$ cat src/rtl/cpu_defs_pkg.sv
// cpu_defs: definitions shared by the control unit and the datapath.
//   - opcode constants (IR[31:27])
//   - ALU_ADD, the alu_op used for address, immediate and branch-target adds
//   - sequencer state encodings (4-bit)
//   - instruction class enumeration produced by instr_class_decode
package cpu_defs;

  localparam int OPW = 5;

  localparam logic [OPW-1:0] ALU_ADD = 5'b00011;

  // Opcodes
  localparam logic [OPW-1:0] OP_LD   = 5'b00000;
  localparam logic [OPW-1:0] OP_LDI  = 5'b00001;
  localparam logic [OPW-1:0] OP_ST   = 5'b00010;
  localparam logic [OPW-1:0] OP_ADD  = 5'b00011;
  localparam logic [OPW-1:0] OP_SUB  = 5'b00100;
  localparam logic [OPW-1:0] OP_SHR  = 5'b00101;
  localparam logic [OPW-1:0] OP_SHL  = 5'b00110;
  localparam logic [OPW-1:0] OP_ROR  = 5'b00111;
  localparam logic [OPW-1:0] OP_ROL  = 5'b01000;
  localparam logic [OPW-1:0] OP_AND  = 5'b01001;
  localparam logic [OPW-1:0] OP_OR   = 5'b01010;
  localparam logic [OPW-1:0] OP_ADDI = 5'b01011;
  localparam logic [OPW-1:0] OP_ANDI = 5'b01100;
  localparam logic [OPW-1:0] OP_ORI  = 5'b01101;
  localparam logic [OPW-1:0] OP_MUL  = 5'b01110;
  localparam logic [OPW-1:0] OP_DIV  = 5'b01111;
  localparam logic [OPW-1:0] OP_BR   = 5'b10010;
  localparam logic [OPW-1:0] OP_JR   = 5'b10011;
  localparam logic [OPW-1:0] OP_IN   = 5'b10101;
  localparam logic [OPW-1:0] OP_OUT  = 5'b10110;
  localparam logic [OPW-1:0] OP_MFHI = 5'b10111;
  localparam logic [OPW-1:0] OP_MFLO = 5'b11000;
  localparam logic [OPW-1:0] OP_NOP  = 5'b11001;
  localparam logic [OPW-1:0] OP_HALT = 5'b11010;

  // Sequencer states. T0..T7 are consecutive so "next step" is a +1.
  localparam logic [3:0] ST_RST  = 4'd0;
  localparam logic [3:0] ST_T0   = 4'd1;
  localparam logic [3:0] ST_T1   = 4'd2;
  localparam logic [3:0] ST_T2   = 4'd3;
  localparam logic [3:0] ST_T3   = 4'd4;
  localparam logic [3:0] ST_T4   = 4'd5;
  localparam logic [3:0] ST_T5   = 4'd6;
  localparam logic [3:0] ST_T6   = 4'd7;
  localparam logic [3:0] ST_T7   = 4'd8;
  localparam logic [3:0] ST_HALT = 4'd9;

  typedef enum logic [3:0] {
    CL_REG_ALU = 4'd0,
    CL_IMM_ALU = 4'd1,
    CL_LDI     = 4'd2,
    CL_LD      = 4'd3,
    CL_ST      = 4'd4,
    CL_MULDIV  = 4'd5,
    CL_BR      = 4'd6,
    CL_JR      = 4'd7,
    CL_IN      = 4'd8,
    CL_OUT     = 4'd9,
    CL_MFHI    = 4'd10,
    CL_MFLO    = 4'd11,
    CL_NOP     = 4'd12,
    CL_HALT    = 4'd13
  } instr_class_e;

endpackage

$ cat src/rtl/control_unit_instr_class_decode.sv
// instr_class_decode: purely combinational opcode classifier.
// Ports:
//   opcode     in  5 : IR[31:27]
//   iclass     out 4 : instruction class (cpu_defs::instr_class_e encoding)
//   last_state out 4 : state holding the instruction's final step
//                      (ST_T2 for instructions without execute steps)
module instr_class_decode
  import cpu_defs::*;
(
  input  logic [OPW-1:0] opcode,
  output logic [3:0]     iclass,
  output logic [3:0]     last_state
);

  // Map each opcode to its class and final micro-step; unknown opcodes act as nop.
  always_comb begin
    iclass     = CL_NOP;
    last_state = ST_T2;
    case (opcode)
      OP_ADD, OP_SUB, OP_SHR, OP_SHL, OP_ROR, OP_ROL, OP_AND, OP_OR: begin
        iclass     = CL_REG_ALU;
        last_state = ST_T5;
      end
      OP_ADDI, OP_ANDI, OP_ORI: begin
        iclass     = CL_IMM_ALU;
        last_state = ST_T5;
      end
      OP_LDI: begin
        iclass     = CL_LDI;
        last_state = ST_T5;
      end
      OP_LD: begin
        iclass     = CL_LD;
        last_state = ST_T7;
      end
      OP_ST: begin
        iclass     = CL_ST;
        last_state = ST_T7;
      end
      OP_MUL, OP_DIV: begin
        iclass     = CL_MULDIV;
        last_state = ST_T6;
      end
      OP_BR: begin
        iclass     = CL_BR;
        last_state = ST_T6;
      end
      OP_JR: begin
        iclass     = CL_JR;
        last_state = ST_T3;
      end
      OP_IN: begin
        iclass     = CL_IN;
        last_state = ST_T3;
      end
      OP_OUT: begin
        iclass     = CL_OUT;
        last_state = ST_T3;
      end
      OP_MFHI: begin
        iclass     = CL_MFHI;
        last_state = ST_T3;
      end
      OP_MFLO: begin
        iclass     = CL_MFLO;
        last_state = ST_T3;
      end
      OP_HALT: begin
        iclass     = CL_HALT;
        last_state = ST_T2;
      end
      default: begin
        iclass     = CL_NOP;
        last_state = ST_T2;
      end
    endcase
  end

endmodule

$ cat src/rtl/control_unit.sv
// control_unit: hardwired fetch/decode/execute sequencer for datapath.
// Ports:
//   clk, clr (async, active-high), stop (halt at next instruction boundary)
//   opcode (IR[31:27]), con_ff (registered branch condition)
//   bus drivers : PCout ZLowout ZHighout MDRout HIout LOout Cout InPortOut BAout Rout
//   loads       : PCin IRin MARin MDRin Yin ZLowIn ZHighIn HIin LOin Rin OutPortIn CONin
//   misc        : IncPC Read RAMin GRA GRB GRC, alu_op[4:0], run
// Outputs decode combinationally from the state register, opcode and con_ff.
module control_unit
  import cpu_defs::*;
(
  input  logic           clk,
  input  logic           clr,
  input  logic           stop,
  input  logic [OPW-1:0] opcode,
  input  logic           con_ff,
  output logic           PCout,
  output logic           ZLowout,
  output logic           ZHighout,
  output logic           MDRout,
  output logic           HIout,
  output logic           LOout,
  output logic           Cout,
  output logic           InPortOut,
  output logic           BAout,
  output logic           Rout,
  output logic           PCin,
  output logic           IRin,
  output logic           MARin,
  output logic           MDRin,
  output logic           Yin,
  output logic           ZLowIn,
  output logic           ZHighIn,
  output logic           HIin,
  output logic           LOin,
  output logic           Rin,
  output logic           OutPortIn,
  output logic           CONin,
  output logic           IncPC,
  output logic           Read,
  output logic           RAMin,
  output logic           GRA,
  output logic           GRB,
  output logic           GRC,
  output logic [OPW-1:0] alu_op,
  output logic           run
);

  logic [3:0] state_q;
  logic [3:0] state_d;
  logic [3:0] iclass;
  logic [3:0] last_state;

  instr_class_decode u_decode (
    .opcode     (opcode),
    .iclass     (iclass),
    .last_state (last_state)
  );

  // Next-state: fetch is fixed, execute runs up to the class's last step.
  always_comb begin
    state_d = state_q;
    case (state_q)
      ST_RST: state_d = ST_T0;
      ST_T0:  state_d = ST_T1;
      ST_T1:  state_d = ST_T2;
      ST_T2, ST_T3, ST_T4, ST_T5, ST_T6, ST_T7: begin
        if ((state_q == ST_T2) && (iclass == CL_HALT)) begin
          state_d = ST_HALT;
        end else if (state_q >= last_state) begin
          // ">=" keeps the sequencer bounded even if opcode moves mid-execute
          state_d = stop ? ST_HALT : ST_T0;
        end else begin
          state_d = state_q + 4'd1;
        end
      end
      ST_HALT: state_d = ST_HALT;
      default: state_d = ST_RST;
    endcase
  end

  // State register; clr forces RST immediately.
  always_ff @(posedge clk or posedge clr) begin
    if (clr) begin
      state_q <= ST_RST;
    end else begin
      state_q <= state_d;
    end
  end

  // Control strobe decode per step and instruction class.
  always_comb begin
    PCout = 1'b0; ZLowout = 1'b0; ZHighout = 1'b0; MDRout = 1'b0; HIout = 1'b0;
    LOout = 1'b0; Cout = 1'b0; InPortOut = 1'b0; BAout = 1'b0; Rout = 1'b0;
    PCin = 1'b0; IRin = 1'b0; MARin = 1'b0; MDRin = 1'b0; Yin = 1'b0;
    ZLowIn = 1'b0; ZHighIn = 1'b0; HIin = 1'b0; LOin = 1'b0; Rin = 1'b0;
    OutPortIn = 1'b0; CONin = 1'b0;
    IncPC = 1'b0; Read = 1'b0; RAMin = 1'b0; GRA = 1'b0; GRB = 1'b0; GRC = 1'b0;
    alu_op = 5'b00000;
    run    = (state_q != ST_HALT);
    case (state_q)
      ST_T0: begin
        PCout = 1'b1; MARin = 1'b1; IncPC = 1'b1; ZLowIn = 1'b1;
      end
      ST_T1: begin
        ZLowout = 1'b1; PCin = 1'b1; Read = 1'b1; MDRin = 1'b1;
      end
      ST_T2: begin
        MDRout = 1'b1; IRin = 1'b1;
      end
      ST_T3: begin
        case (iclass)
          CL_REG_ALU, CL_IMM_ALU: begin GRB = 1'b1; Rout = 1'b1; Yin = 1'b1; end
          CL_LDI, CL_LD, CL_ST:   begin GRB = 1'b1; BAout = 1'b1; Yin = 1'b1; end
          CL_MULDIV: begin GRA = 1'b1; Rout = 1'b1; Yin = 1'b1; end
          CL_BR:     begin GRA = 1'b1; Rout = 1'b1; CONin = 1'b1; end
          CL_JR:     begin GRA = 1'b1; Rout = 1'b1; PCin = 1'b1; end
          CL_IN:     begin InPortOut = 1'b1; GRA = 1'b1; Rin = 1'b1; end
          CL_OUT:    begin GRA = 1'b1; Rout = 1'b1; OutPortIn = 1'b1; end
          CL_MFHI:   begin HIout = 1'b1; GRA = 1'b1; Rin = 1'b1; end
          CL_MFLO:   begin LOout = 1'b1; GRA = 1'b1; Rin = 1'b1; end
          default:   begin end
        endcase
      end
      ST_T4: begin
        case (iclass)
          CL_REG_ALU: begin GRC = 1'b1; Rout = 1'b1; ZLowIn = 1'b1; alu_op = opcode; end
          CL_IMM_ALU: begin Cout = 1'b1; ZLowIn = 1'b1; alu_op = opcode; end
          CL_LDI, CL_LD, CL_ST: begin Cout = 1'b1; ZLowIn = 1'b1; alu_op = ALU_ADD; end
          CL_MULDIV: begin
            GRB = 1'b1; Rout = 1'b1; ZLowIn = 1'b1; ZHighIn = 1'b1; alu_op = opcode;
          end
          CL_BR:     begin PCout = 1'b1; Yin = 1'b1; end
          default:   begin end
        endcase
      end
      ST_T5: begin
        case (iclass)
          CL_REG_ALU, CL_IMM_ALU, CL_LDI: begin ZLowout = 1'b1; GRA = 1'b1; Rin = 1'b1; end
          CL_LD, CL_ST: begin ZLowout = 1'b1; MARin = 1'b1; end
          CL_MULDIV:    begin ZLowout = 1'b1; LOin = 1'b1; end
          CL_BR:        begin Cout = 1'b1; ZLowIn = 1'b1; alu_op = ALU_ADD; end
          default:      begin end
        endcase
      end
      ST_T6: begin
        case (iclass)
          CL_LD:     begin Read = 1'b1; MDRin = 1'b1; end
          CL_ST:     begin GRA = 1'b1; Rout = 1'b1; MDRin = 1'b1; end
          CL_MULDIV: begin ZHighout = 1'b1; HIin = 1'b1; end
          // branch target is only taken when the latched condition holds
          CL_BR:     begin ZLowout = 1'b1; PCin = con_ff; end
          default:   begin end
        endcase
      end
      ST_T7: begin
        case (iclass)
          CL_LD:   begin MDRout = 1'b1; GRA = 1'b1; Rin = 1'b1; end
          CL_ST:   begin RAMin = 1'b1; end
          default: begin end
        endcase
      end
      default: begin end
    endcase
  end

endmodule

$ cat config.mk
export PLATFORM = sky130hd
export DESIGN_NAME = control_unit
export DESIGN_NICKNAME = d
export VERILOG_FILES = /design/src/rtl/cpu_defs_pkg.sv /design/src/rtl/control_unit_instr_class_decode.sv /design/src/rtl/control_unit.sv
export SDC_FILE = /design/constraint.sdc
export NUM_CORES = 1
export LEC_CHECK = 0
export CAP_MARGIN = 10
export CORE_MARGIN = 10
export CORE_UTILIZATION = 32
export DETAILED_ROUTE_END_ITERATION = 8
export DONT_BUFFER_PORTS = 1
export HOLD_SLACK_MARGIN = 0.08
export PLACE_DENSITY = 0.52
export SLEW_MARGIN = 20
export SYNTH_ARGS = -nofsm -noshare
export SYNTH_HDL_FRONTEND = slang
export SYNTH_SLANG_ARGS = --single-unit
$ cat constraint.sdc
create_clock -name clk -period 1.86 [get_ports clk]
set_input_delay 0.279 -clock clk [delete_from_list [all_inputs] [get_ports clk]]
set_output_delay 0.279 -clock clk [all_outputs]
set_load 0.05 [all_outputs]
==> run_results.csv <==
group,metric,value,unit
floorplan,num_rows,20,
cts,h-tree-depth,1,
power,p_int,1.57,mW
floorplan,fp.dieH,78.0,um
critical_path,crit_top_cell,"a21oi_2",
placement,place_area,0.00173,mm2
timing,skew,0.00580,ns
layout,drive_gt1_share,60.9,%
synthesis,netlist.area_leader.share,9.30,%
power,leakage,0.907,nW
status,violations,"setup timing",
routing,via_per_inst,5.55,
routing,dr.first_iter.drc_count,216,
global_routing,grt_antenna_before_repair,0,
routing,wl_per_cell,16.5,um
synthesis,syn-cell-area,0.00108,mm2
layout,top_regs,"state_q (4)",
layout,largest_register_ffs,4,
global_routing,grt_pass1_vias,1327,
power,total_power,3.35,mW
layout,fin_nets,239,
timing,max_freq,508,MHz
synthesis,synthArstFlopShare,100,%
placement,dp_slack,-0.415,ns
routing,ant_nets,0,
critical_path,path_class,"in2reg",
timing,rsz0062_at_grt,"yes",
synthesis,yosysTopAreaCell,"dfrtp_1",
floorplan,io_pins,43,
timing,post-route-period-util,106,%
cts,clock_path_buffers,2,
routing,dr.pass1.iters,4,
timing,whs,0.368,ns
timing,fin_ws,-0.110,ns
critical_path,crit_fanout,15,
critical_path,crit_slowest_cell,"a2111oi_4",
cts,cts_sinks,4,
layout,syn_to_final_growth,104,%
routing,vias,1465,
cts,cts_buffers,3,
synthesis,yosysWarnings,0,
floorplan,initial_utilization,34.4,%
timing,period_minus_slack,1.97,ns
global_routing,grt_max_degree,20,
power,p_sw,1.79,mW
critical_path,cp_top_family,"simple AND/OR/NAND/NOR gates",
layout,regMostFlops,"state_q",
critical_path,required,2.00,ns
critical_path,cp-end-kind,"flop",
synthesis,synth_edf_count,0,
timing,report.final.slew_viol_count,0,
cts,cts_tree,"done",
critical_path,max_stage_delay,0.35,ns
power,share_comb_of_total_power,91.3,%
job,maxCapViolCount,0,
synthesis,synth_common_cells,"nand2_1 (15), nor2_1 (15), nor3_1 (11)",
hold_path,hold_path.class,"in2async",
synthesis,synthesis.nets,180,
placement,post-dp-hpwl,3.09,mm
power,clock_power_share,3.2,%
power,power.density,1530,mW/mm2
synthesis,ys_seq_elements,4,
synthesis,ys_types,49,
floorplan,fp.dieW,78.0,um
synthesis,synth_ff_type,"dfrtp_1",
synthesis,yosysSeqAreaShare,9.30,%
power,p_seq_share,5.5,%
synthesis,ys_top_cells_by_area,"dfrtp_1 (9.3%), ha_1 (9.3%), nand2_1 (5.2%), nor2_1 (5.2%), nor3_1 (5.1%)",
placement,numPortBuffers,0,
global_routing,grt_usage,12.6,%
floorplan,core_area,0.00313,mm2
cts,clk_pin_slew,0.04,ns
global_routing,grt_pass1_wl,6.61,mm
power,ir_worst_vdd,1.00,mV
layout,utilization,70.2,%
routing,drt-total-wl,4.35,mm
critical_path,startpoint_type,"input port",
layout,final_area,0.00220,mm2
timing,setup_viol,18,
routing,drcViolationCount,0,
critical_path,worstPathCellList,"or2_4 -> nand2_2 -> a21oi_2 -> nor3_2 -> ha_1 -> nand2b_4 -> a2111oi_4 -> a21oi_2 -> or2_1 -> o31ai_2",
cts,cts-root-buf,"clkbuf_4",
status,status,"complete, but fails checks",
critical_path,worstPathArrival,2.11,ns
synthesis,syn_avg_cell_area,6.60,um2
global_routing,grt-ovfl-total,0,
cts,clk_latency,0.24,ns
floorplan,fp.dieArea,0.00608,mm2
layout,n_antenna_cell,0,
power,power.share.switching,53.3,%
critical_path,critPathBufInv,0,
placement,gp_congestion,0.891,
synthesis,synthCells,163,
timing,finalHoldViolCount,0,
==> worst paths after layout <==
| path | startpoint | end | slack (ns) | cells past startpoint |
|---|---|---|---|---|
| worst max-delay path | opcode[1] | state_q[1] | -0.11 | 10 |
| worst min-delay path | clr | state_q[2] | 0.37 | 2 |
| worst max register to register | state_q[0] | state_q[1] | -0.02 | 7 |
| worst min register to register | state_q[2] | state_q[0] | 0.67 | 2 |
| max in group asynchronous | clr | state_q[1] | 1.32 | 2 |
| min in group clk | stop | state_q[3] | 0.37 | 2 |
==> worst register-to-register path, cell delays in order, from the launching register on <==
cell	delay [ns]
dfrtp_1	0.39
inv_2	0.09
ha_1	0.29
nand2b_4	0.15
a2111oi_4	0.35
a21oi_2	0.06
or2_1	0.24
o31ai_2	0.21
==> layer usage <==
layer	track usage, %	vias to the layer above	wire length (um)
li1	-	684	-
met1	14.2	708	1670
met2	23.3	65	2290
met3	3.34	8	325
met4	2.33	0	66
met5	0	-	0
==> cell usage in the layout, fill, tap and decap left out, types with 6 or more instances in the layout <==
| cell | count |
|---|---|
| nor2_1 | 10 |
| nand2_1 | 10 |
| buf_12 | 16 |
| nor3_2 | 6 |
| buf_4 | 35 |
| buf_6 | 14 |
| a21oi_2 | 6 |
==> cells by family (layout without fill, tap and decap cells) <==
family                     Yosys count  count (layout)  share of synthesized area (%)
AOI/OAI and AO/OA                   34              34                           21.6
xor gates and xnor gates             3               3                           2.44
adders and majority gates            8               8                           9.30
buffers and inverters               24              81                           10.3
DFF                                  4               4                           9.30
muxes                                3               3                           2.79
other                                1               1                          0.349
and+or+nand+nor                     86              86                           43.8
==> what timing repair did <==
item / CTS / global route
pin swaps: 14 / 22
hold buffers: 1 / 0
gates cloned: 0 / 0
gates resized for setup: 21 / 49
setup buffers: 10 / 6
setup endpoints to repair: 29 / 28
hold endpoints to repair: 4 / 0
==> metrics by stage <==
stage          std cells  setup TNS [ns]
2_1_floorplan        163           -2.24
5_1_grt              264           -2.71
3_3_place_gp         244           -1.31
6_report             264          -0.703
3_5_place_dp         244           -1.56
4_1_cts              258          -0.388
==> power groups by stage <==
stage / sequential (mW) / clock (mW) / combinational (mW)
5_1_grt: 0.189 / 0.119 / 3.26
6_report: 0.183 / 0.107 / 3.06
3_5_place_dp: 0.179 / 0 / 2.36
2_1_floorplan: 0.174 / 0 / 1.57
3_3_place_gp: 0.176 / 0 / 2.32
4_1_cts: 0.173 / 0.112 / 2.66
==> layout make-up <==
type / count / area (um2)
inverter: 9 / 40.0
multi-input combinational: 135 / 1180
tap: 44 / 55.1
sequential: 4 / 101
timing repair buffer: 69 / 796
clock buffer: 3 / 22.5
fill: 251 / 931
Power figures use the tool's default switching activity.
